==> config.mk <==
export PLATFORM = sky130hd
export DESIGN_NAME = latch_bank_wr_arbiter
export DESIGN_NICKNAME = d
export VERILOG_FILES = /design/src/rtl/latch_bank_wr_arbiter.sv
export SDC_FILE = /design/constraint.sdc
export NUM_CORES = 1
export LEC_CHECK = 0
export ABC_AREA = 1
export CAP_MARGIN = 40
export CORE_AREA = 10 10 74 76
export CTS_CLUSTER_DIAMETER = 60
export DETAILED_ROUTE_END_ITERATION = 7
export DIE_AREA = 0 0 84 86
export PLACE_DENSITY = 0.79
export SKIP_CTS_REPAIR_TIMING = 1
export SLEW_MARGIN = 10
export SYNTH_ARGS = -nofsm -noshare
export SYNTH_HDL_FRONTEND = slang
export SYNTH_SLANG_ARGS = --single-unit
==> constraint.sdc <==
create_clock -name clk -period 2.2 [get_ports clk]
set_input_delay 0.66 -clock clk [delete_from_list [all_inputs] [get_ports clk]]
set_output_delay 0.66 -clock clk [all_outputs]
set_load 0.01 [all_outputs]
==> src/rtl/latch_bank_wr_arbiter.sv <==
// Round-robin write arbiter and setup/enable/hold sequencer for a shared d_latch bank,
// with a one-cycle bank clear on request. Every output is registered.
module latch_bank_wr_arbiter #(
    parameter int NREQ      = 4,
    parameter int DW        = 8,
    parameter int EN_CYCLES = 2
) (
    input  logic                     clk,
    input  logic                     rst,
    input  logic [NREQ-1:0]          req,
    input  logic [NREQ*DW-1:0]       req_data,
    input  logic                     clr_req,
    output logic [NREQ-1:0]          ack,
    output logic                     clr_ack,
    output logic                     busy,
    output logic [$clog2(NREQ)-1:0]  gnt_id,
    output logic [DW-1:0]            lat_d,
    output logic                     lat_en,
    output logic                     lat_rst_n
);
    // state  | meaning
    // IDLE   | arbitrate; clear request wins over writes
    // SETUP  | data on lat_d, enable still low
    // ENABLE | lat_en high for EN_CYCLES cycles
    // HOLD   | enable low, data held, ack to the granted requester
    // CLEAR  | lat_rst_n low for one cycle, clr_ack
    typedef enum logic [2:0] {IDLE, SETUP, ENABLE, HOLD, CLEAR} state_t;

    localparam int IW = $clog2(NREQ);
    localparam int SW = IW + 1;
    localparam logic [3:0]    EN_LOAD = 4'(EN_CYCLES - 1);
    localparam logic [IW-1:0] LAST_ID = IW'(NREQ - 1);

    state_t          state;
    logic [IW-1:0]   rr_ptr;
    logic [3:0]      en_cnt;
    logic            mask_last;
    logic            mask_clr;
    logic [NREQ-1:0] eligible;
    logic            found;
    logic [IW-1:0]   pick;
    logic [SW-1:0]   scan;
    logic [IW-1:0]   cand;
    logic [DW-1:0]   data_arr [NREQ];

    always_comb begin
        for (int i = 0; i < NREQ; i++) begin
            data_arr[i] = req_data[i*DW +: DW];
        end
    end

    // The requester acked in the previous cycle may still show req high; ignore it once.
    always_comb begin
        eligible = req;
        if (mask_last) begin
            eligible[gnt_id] = 1'b0;
        end
    end

    always_comb begin
        found = 1'b0;
        pick  = '0;
        scan  = '0;
        cand  = '0;
        for (int i = 0; i < NREQ; i++) begin
            scan = {1'b0, rr_ptr} + SW'(i);
            if (scan >= SW'(NREQ)) begin
                scan = scan - SW'(NREQ);
            end
            cand = scan[IW-1:0];
            if (!found && eligible[cand]) begin
                found = 1'b1;
                pick  = cand;
            end
        end
    end

    always_ff @(posedge clk or posedge rst) begin
        if (rst) begin
            state     <= IDLE;
            rr_ptr    <= '0;
            en_cnt    <= '0;
            mask_last <= 1'b0;
            mask_clr  <= 1'b0;
            ack       <= '0;
            clr_ack   <= 1'b0;
            busy      <= 1'b0;
            gnt_id    <= '0;
            lat_d     <= '0;
            lat_en    <= 1'b0;
            lat_rst_n <= 1'b0;
        end else begin
            ack       <= '0;
            clr_ack   <= 1'b0;
            lat_rst_n <= 1'b1;
            case (state)
                IDLE: begin
                    mask_last <= 1'b0;
                    mask_clr  <= 1'b0;
                    lat_en    <= 1'b0;
                    if (clr_req && !mask_clr) begin
                        state     <= CLEAR;
                        busy      <= 1'b1;
                        clr_ack   <= 1'b1;
                        lat_rst_n <= 1'b0;
                    end else if (found) begin
                        state  <= SETUP;
                        busy   <= 1'b1;
                        gnt_id <= pick;
                        lat_d  <= data_arr[pick];
                    end else begin
                        busy <= 1'b0;
                    end
                end
                SETUP: begin
                    state  <= ENABLE;
                    lat_en <= 1'b1;
                    en_cnt <= EN_LOAD;
                end
                ENABLE: begin
                    if (en_cnt == 4'd0) begin
                        state  <= HOLD;
                        lat_en <= 1'b0;
                        ack    <= NREQ'(1) << gnt_id;
                    end else begin
                        en_cnt <= en_cnt - 4'd1;
                    end
                end
                HOLD: begin
                    state     <= IDLE;
                    busy      <= 1'b0;
                    mask_last <= 1'b1;
                    rr_ptr    <= (gnt_id == LAST_ID) ? '0 : gnt_id + 1'b1;
                end
                CLEAR: begin
                    state    <= IDLE;
                    busy     <= 1'b0;
                    mask_clr <= 1'b1;
                end
                default: begin
                    state  <= IDLE;
                    busy   <= 1'b0;
                    lat_en <= 1'b0;
                end
            endcase
        end
    end
endmodule

**After elaboration in Yosys (flattened, before gate mapping)**

Cells that the tools add are included.

- Bits in registers: 29
- Word-level logic and storage cells: 112
- ROM bits: 0
- Bits in writable memories: 0
- Bits of input ports: 39
- Memories kept: 0
- Bits in latches: 0
- Output and inout bits: 18

- Magnitude comparators: 11
- Equal/unequal tests: 8
- Shift operators: 1
- Muxes and demuxes: 46
- Reductions and logical operators: 20
- Bitwise logic cells: 5
- Add/sub/neg operators: 9
- Div/mod/pow operators: 0
- Multipliers: 0

Operators by type and width:

| operator | number |
|---|---|
| $mux 2 | 9 |
| $bmux 8 s2 | 1 |
| $mux 1 | 16 |
| $mux 4 | 4 |
| $mux 8 | 2 |
| $lt 2x3->1 const B | 5 |
| $ge 3x3->1 const B | 4 |
| $mux 3 | 3 |
| $pmux 3 s3 | 1 |
| $bmux 1 s2 | 4 |
| $pmux 4 s2 | 1 |
| $sub 2x1->2 const B | 4 |
| $add 2x2->3 const B | 2 |
| $eq 3x2->1 const B | 2 |
| $pmux 1 s2 | 3 |
| $reduce_and 2->1 | 3 |
| $reduce_bool 2->1 | 3 |
| $logic_and 1x1->1 | 5 |
| $and 4x4->4 | 1 |
| $logic_not 1->1 | 4 |
| $logic_not 4->1 | 1 |
| $ne 2x2->1 const B | 2 |
| $not 4->4 | 1 |
| $reduce_or 2->1 | 2 |
| 16 further kinds | 17 |

**Depth between registers and ports, before layout**

- Depth in word-level cells: 23
- Gate-level depth with buffers: 17
- Depth with buffers taken out: 16

**Least setup slack after synthesis**

Ideal clock, no wire load.

- Path kind: flip-flop to flip-flop
- Start: reg gnt_id[0]
- End: reg lat_d[1]
- Slack: 0.293 ns
- Period minus slack after synthesis: 1.907 ns
- Arrival: 1.791 ns
- Data required time: 2.083 ns
- Setup time: 0.117 ns
- Cell stages (with the launch flop): 18
- Buffers on the path: 1
- Cell sequence: dfrtp_1 -> inv_1 -> ha_1 -> nand2_1 -> nand3_2 -> nand2_2 -> nand2_1 -> nand2_1 -> nor2_1 -> nor2_1 -> nand2_2 -> nand2_2 -> buf_4 -> nand2_1 -> nand3_1 -> nand2_1 -> nand2_1 -> nand2_1

- Word-level cells in the longest chain between the ends: 23
- Elaborated cells between the ends (all ways): 35
- Classes of those cells: 2 x order compare; 22 x mux; 3 x bitwise; 8 x reduce/logical

Ends and longest elaborated chain:

| item | line | source |
|---|---|---|
| start, declared | 16 | `output logic [$clog2(NREQ)-1:0] gnt_id,` |
| start signal, assigned | 109 | `gnt_id <= pick;` |
| $lt 2x3->1 (implied by the code) or $ge 2x1->1 (tied branches) | 56 | `eligible[gnt_id] = 1'b0;` |
| $logic_and 1x1->1 (implied by the code) | 56 |  |
| $mux 1 (implied by the code) | 56 |  |
| $demux 1 s2 (*) | 56 |  |
| $not 4->4 (no source line) (*) | n/a |  |
| $and 4x4->4 (no source line) (*) | n/a |  |
| $mux 4 (*) | 55 | `if (mask_last) begin` |
| $bmux 1 s2 | 71 | `if (!found && eligible[cand]) begin` |
| [... 6 more ...] | n/a |  |
| $logic_and 1x1->1 | 71 |  |
| $mux 1 | 71 |  |
| $logic_not 1->1 | 71 |  |
| $logic_and 1x1->1 | 71 |  |
| $mux 2 | 71 |  |
| $not 2->3 (implied by the code) | 110 | `lat_d <= data_arr[pick];` |
| $bmux 8 s2 | 110 |  |
| $mux 8 (implied by the code) (2 in series) | 110 |  |
| end signal, assigned | 110 |  |
| end, declared | 17 | `output logic [DW-1:0] lat_d,` |

Mark *: on every way between the ends. The rest lies on a longest branch, timed or not. The select of a mux whose other input is x is not followed.
A chain may end at the register's enable or synchronous reset.

**Worst setup path in the final report**

- Start: reg gnt_id[0]
- End: reg lat_d[6]

The elaborated chain is that of the path after synthesis.

==> metrics.yaml <==
grt_pass1_wl_um: 8500
syn-cell-area_um2: 1850
fp.coreArea_um2: 3970
skew_ps: 2.54
numPortBuffers: 56
clkSinkCount: 29
combPwrFrac: 0.644
syn_avg_cell_area_um2: 6.84
r2r_start: "gnt_id[0]"
tritoncts: "done"
intPower_mw: 2.61
syn_inst: 270
postLayoutCellArea_um2: 2970
min_to: "lat_d[1]"
utilization: 0.748
finalSetupViolations: 0
critPathMaxStageDelay_ps: 490
io_pins: 57
seqPwrFrac: 0.213
run_status: "finished, final reports clean"
cp.required_ps: 2370
grt_max_degree: 30
synth_top_area_share: 0.393
synth_area_leaders: "dfrtp_1, nand2_1, nand3_1"
viasPerCell: 4.98
cp-start-kind: "flip-flop"
cp.arrival_ps: 2340
drc: 0
die_area_um2: 7220
ys_types: 26
power.net_switching_mw: 2.01
crit_slowest_cell: "dfrtp_2"
switching_share: 0.435
pre_cts_ws_ps: -370
dpl_cell_area_um2: 2550
path_cells: "inv_4 > ha_4 > nand2_4 > nand3_4 > nand2_4 > nand2_4 > nand2_2 > nor2_2 > nor2_1 > nand2_2 > nand2_8 > buf_6 > or2_2 > nand3_2 > nand3_1"
grt_usage: 0.137
area_growth_pct: 60.8
overflow: 0
worst_pin_slew_ps: 559
maxCapViolCount: 0
clk_latency_ps: 280
drt_iter0_drc: 105
insertedDiodeCount: 0
maxSlewViolCount: 0
grt_pass1_vias: 2035
cp_num_buf_inv: 2
power_mw: 4.62
fin_setup_tns_ps: 0
fin_crit_sh: 0.986
antenna_found_initial: 0
reg2reg_slack_ps: 30
maxSlewHeadroom: 0.624
wl_per_cell_um: 13.3
min_from: "lat_d[1]"
ys_ff_latch: 29
num_vias: 2011
peakVddDrop_v: 0.000813
path_common_cell: "nand2_4"
power.density_nw_per_um2: 1550
drt-total-wl_um: 5370
leakagePower_nw: 1.55
worst_slack_ps: 30.7
cpLargestDelayFamily: "simple AND/OR/NAND/NOR gates"
seq_area_frac_synth: 0.393
max-clock-path-buffers: 2
nNetsFinal: 397
initial_core_util: 0.465
drive_gt1_frac: 0.215
r2r-end: "lat_d[6]"
path_clk_slew_ps: 70
hold_path_class: "flip-flop to flip-flop"
synth_top_area_cell: "dfrtp_1"
worstRegToRegCells: 15
cts_buffers: 5
routabilityCongestion: 0.853
crit_type: "flip-flop to flip-flop"
cp-end-kind: "flip-flop"
period_needed_ps: 2170
dieWidth_um: 84
clockRootBuffer: "clkbuf_8"
cts_max_level: 2
row_count: 23
worstPathMaxFanout: 8
hold_depth: 2
yosys_warnings: 0
clock_power_share: 0.143
clock.fmax_ghz: 0.461
drt_pass1_iterations: 4
die_h_um: 86
syn_nets: 314
ant_nets: 0
nFillCells: 293
dp_hpwl_um: 3910
timing.final.hold_violations: 0
worst register-to-register path, stage by stage, from the launching register on:
cell,delay [ps]
dfrtp_2,490
inv_4,110
ha_4,150
nand2_4,70
nand3_4,120
nand2_4,70
nand2_4,60
nand2_2,70
nor2_2,110
nor2_1,60
nand2_2,130
nand2_8,80
buf_6,140
or2_2,280
nand3_2,60
nand3_1,60
final cells by class:
cell class,instances,area (um^2),share of cell area
Clock buffer,5,68.8,0.0232
Clock inverter,3,65.1,0.0219
Inverter,49,191,0.0644
Multi-Input combinational cell,186,1070,0.360
Sequential cell,29,729,0.245
Tap cell,50,62.6,0.0211
Timing Repair Buffer,82,786,0.264
cell families (layout without fill, tap and decap cells):
family                     after synthesis  count (layout)  synth area share
AOI/OAI and AO/OA                       15              15            0.0467
DFF                                     29              29             0.393
adders and majority gates                5               5            0.0339
and+or+nand+nor                        165             165             0.397
xor gates and xnor gates                 1               1           0.00474
buffers and inverters                   55             139             0.125
state kept, by name, summed over array words and instances (netlist names):
| name | cells |
|---|---|
| lat_d | 8 |
| rr_ptr | 2 |
| ack | 4 |
| gnt_id | 2 |
| state | 3 |
| mask_last | 1 |
| lat_rst_n | 1 |
| en_cnt | 4 |
| busy | 1 |
| lat_en | 1 |
| mask_clr | 1 |
| clr_ack | 1 |
synth_stat cells:
| library cell | count |
|---|---|
| nand2_1 | 78 |
| inv_1 | 47 |
| nand3_1 | 46 |
| dfrtp_1 | 29 |
| nor2_1 | 21 |
| o21ai_0 | 7 |
| ha_1 | 5 |
| nand2_2 | 5 |
| nor3_1 | 5 |
| a21oi_1 | 4 |
| buf_4 | 3 |
| buf_2 | 2 |
| nand3_2 | 2 |
| nand4_1 | 2 |
| or2_0 | 2 |
| or2_2 | 2 |
| a211oi_1 | 1 |
| buf_6 | 1 |
| inv_2 | 1 |
| inv_4 | 1 |
| nand4_2 | 1 |
| nor2_2 | 1 |
| o21a_1 | 1 |
| o22a_1 | 1 |
| o31ai_1 | 1 |
| xor2_1 | 1 |
cells in the final DEF (no fill, tap or decap), types with 2 or more instances in the layout:
cell | netlist | final
nand3_1 | 46 | 37
nor2_2 | 1 | 3
dlymetal6s2s_1 | 0 | 4
buf_4 | 3 | 23
ha_4 | 0 | 4
or2_2 | 2 | 2
nand4_1 | 2 | 2
clkdlybuf4s50_1 | 0 | 52
inv_1 | 47 | 45
nor3_1 | 5 | 5
nand2_2 | 5 | 8
nand2_4 | 0 | 5
bufinv_16 | 0 | 2
dfrtp_2 | 0 | 3
o21ai_0 | 7 | 7
nand3_2 | 2 | 9
inv_4 | 1 | 3
nor2_1 | 21 | 19
nand2_1 | 78 | 69
or2_0 | 2 | 2
clkbuf_8 | 0 | 5
nand3_4 | 0 | 2
a21oi_1 | 4 | 4
dfrtp_1 | 29 | 26
buf_6 | 1 | 2
power by group through the flow:
stage | Combinational, mW | Sequential (mW) | Clock (mW)
2_1_floorplan | 1.55 | 0.948 | 0
3_3_place_gp | 2.33 | 0.933 | 0
3_5_place_dp | 2.40 | 0.939 | 0
4_1_cts | 2.41 | 0.933 | 0.666
5_1_grt | 3.35 | 1.01 | 0.702
6_report | 2.97 | 0.982 | 0.660
worst max path at each step:
stage,slack [ps],startpoint,end,depth (start not counted)
floorplan,290,gnt_id[0],lat_d[1],17
global placement,-300,req[3],lat_d[3],15
detailed placement,-370,req[1],lat_d[7],15
CTS,-80,req[1],lat_d[3],15
global route,-70,gnt_id[0],lat_d[6],15
finish,30,gnt_id[0],lat_d[6],15
metal layers:
layer / global-route usage / vias to the layer above / part of all wire
met5: 0 / - / 0
met4: 0.0381 / 0 / 0.0063
met3: 0.0710 / 4 / 0.090
met2: 0.243 / 63 / 0.51
met1: 0.138 / 932 / 0.39
li1: - / 1012 / -
stage by stage:
step           hold slack, ps  cells
6_report                  492    404
3_5_place_dp              474    387
4_1_cts                   491    395
5_1_grt                   535    404
2_1_floorplan             474    270
3_3_place_gp              467    387
No activity file was read; power rests on OpenSTA's default activity.
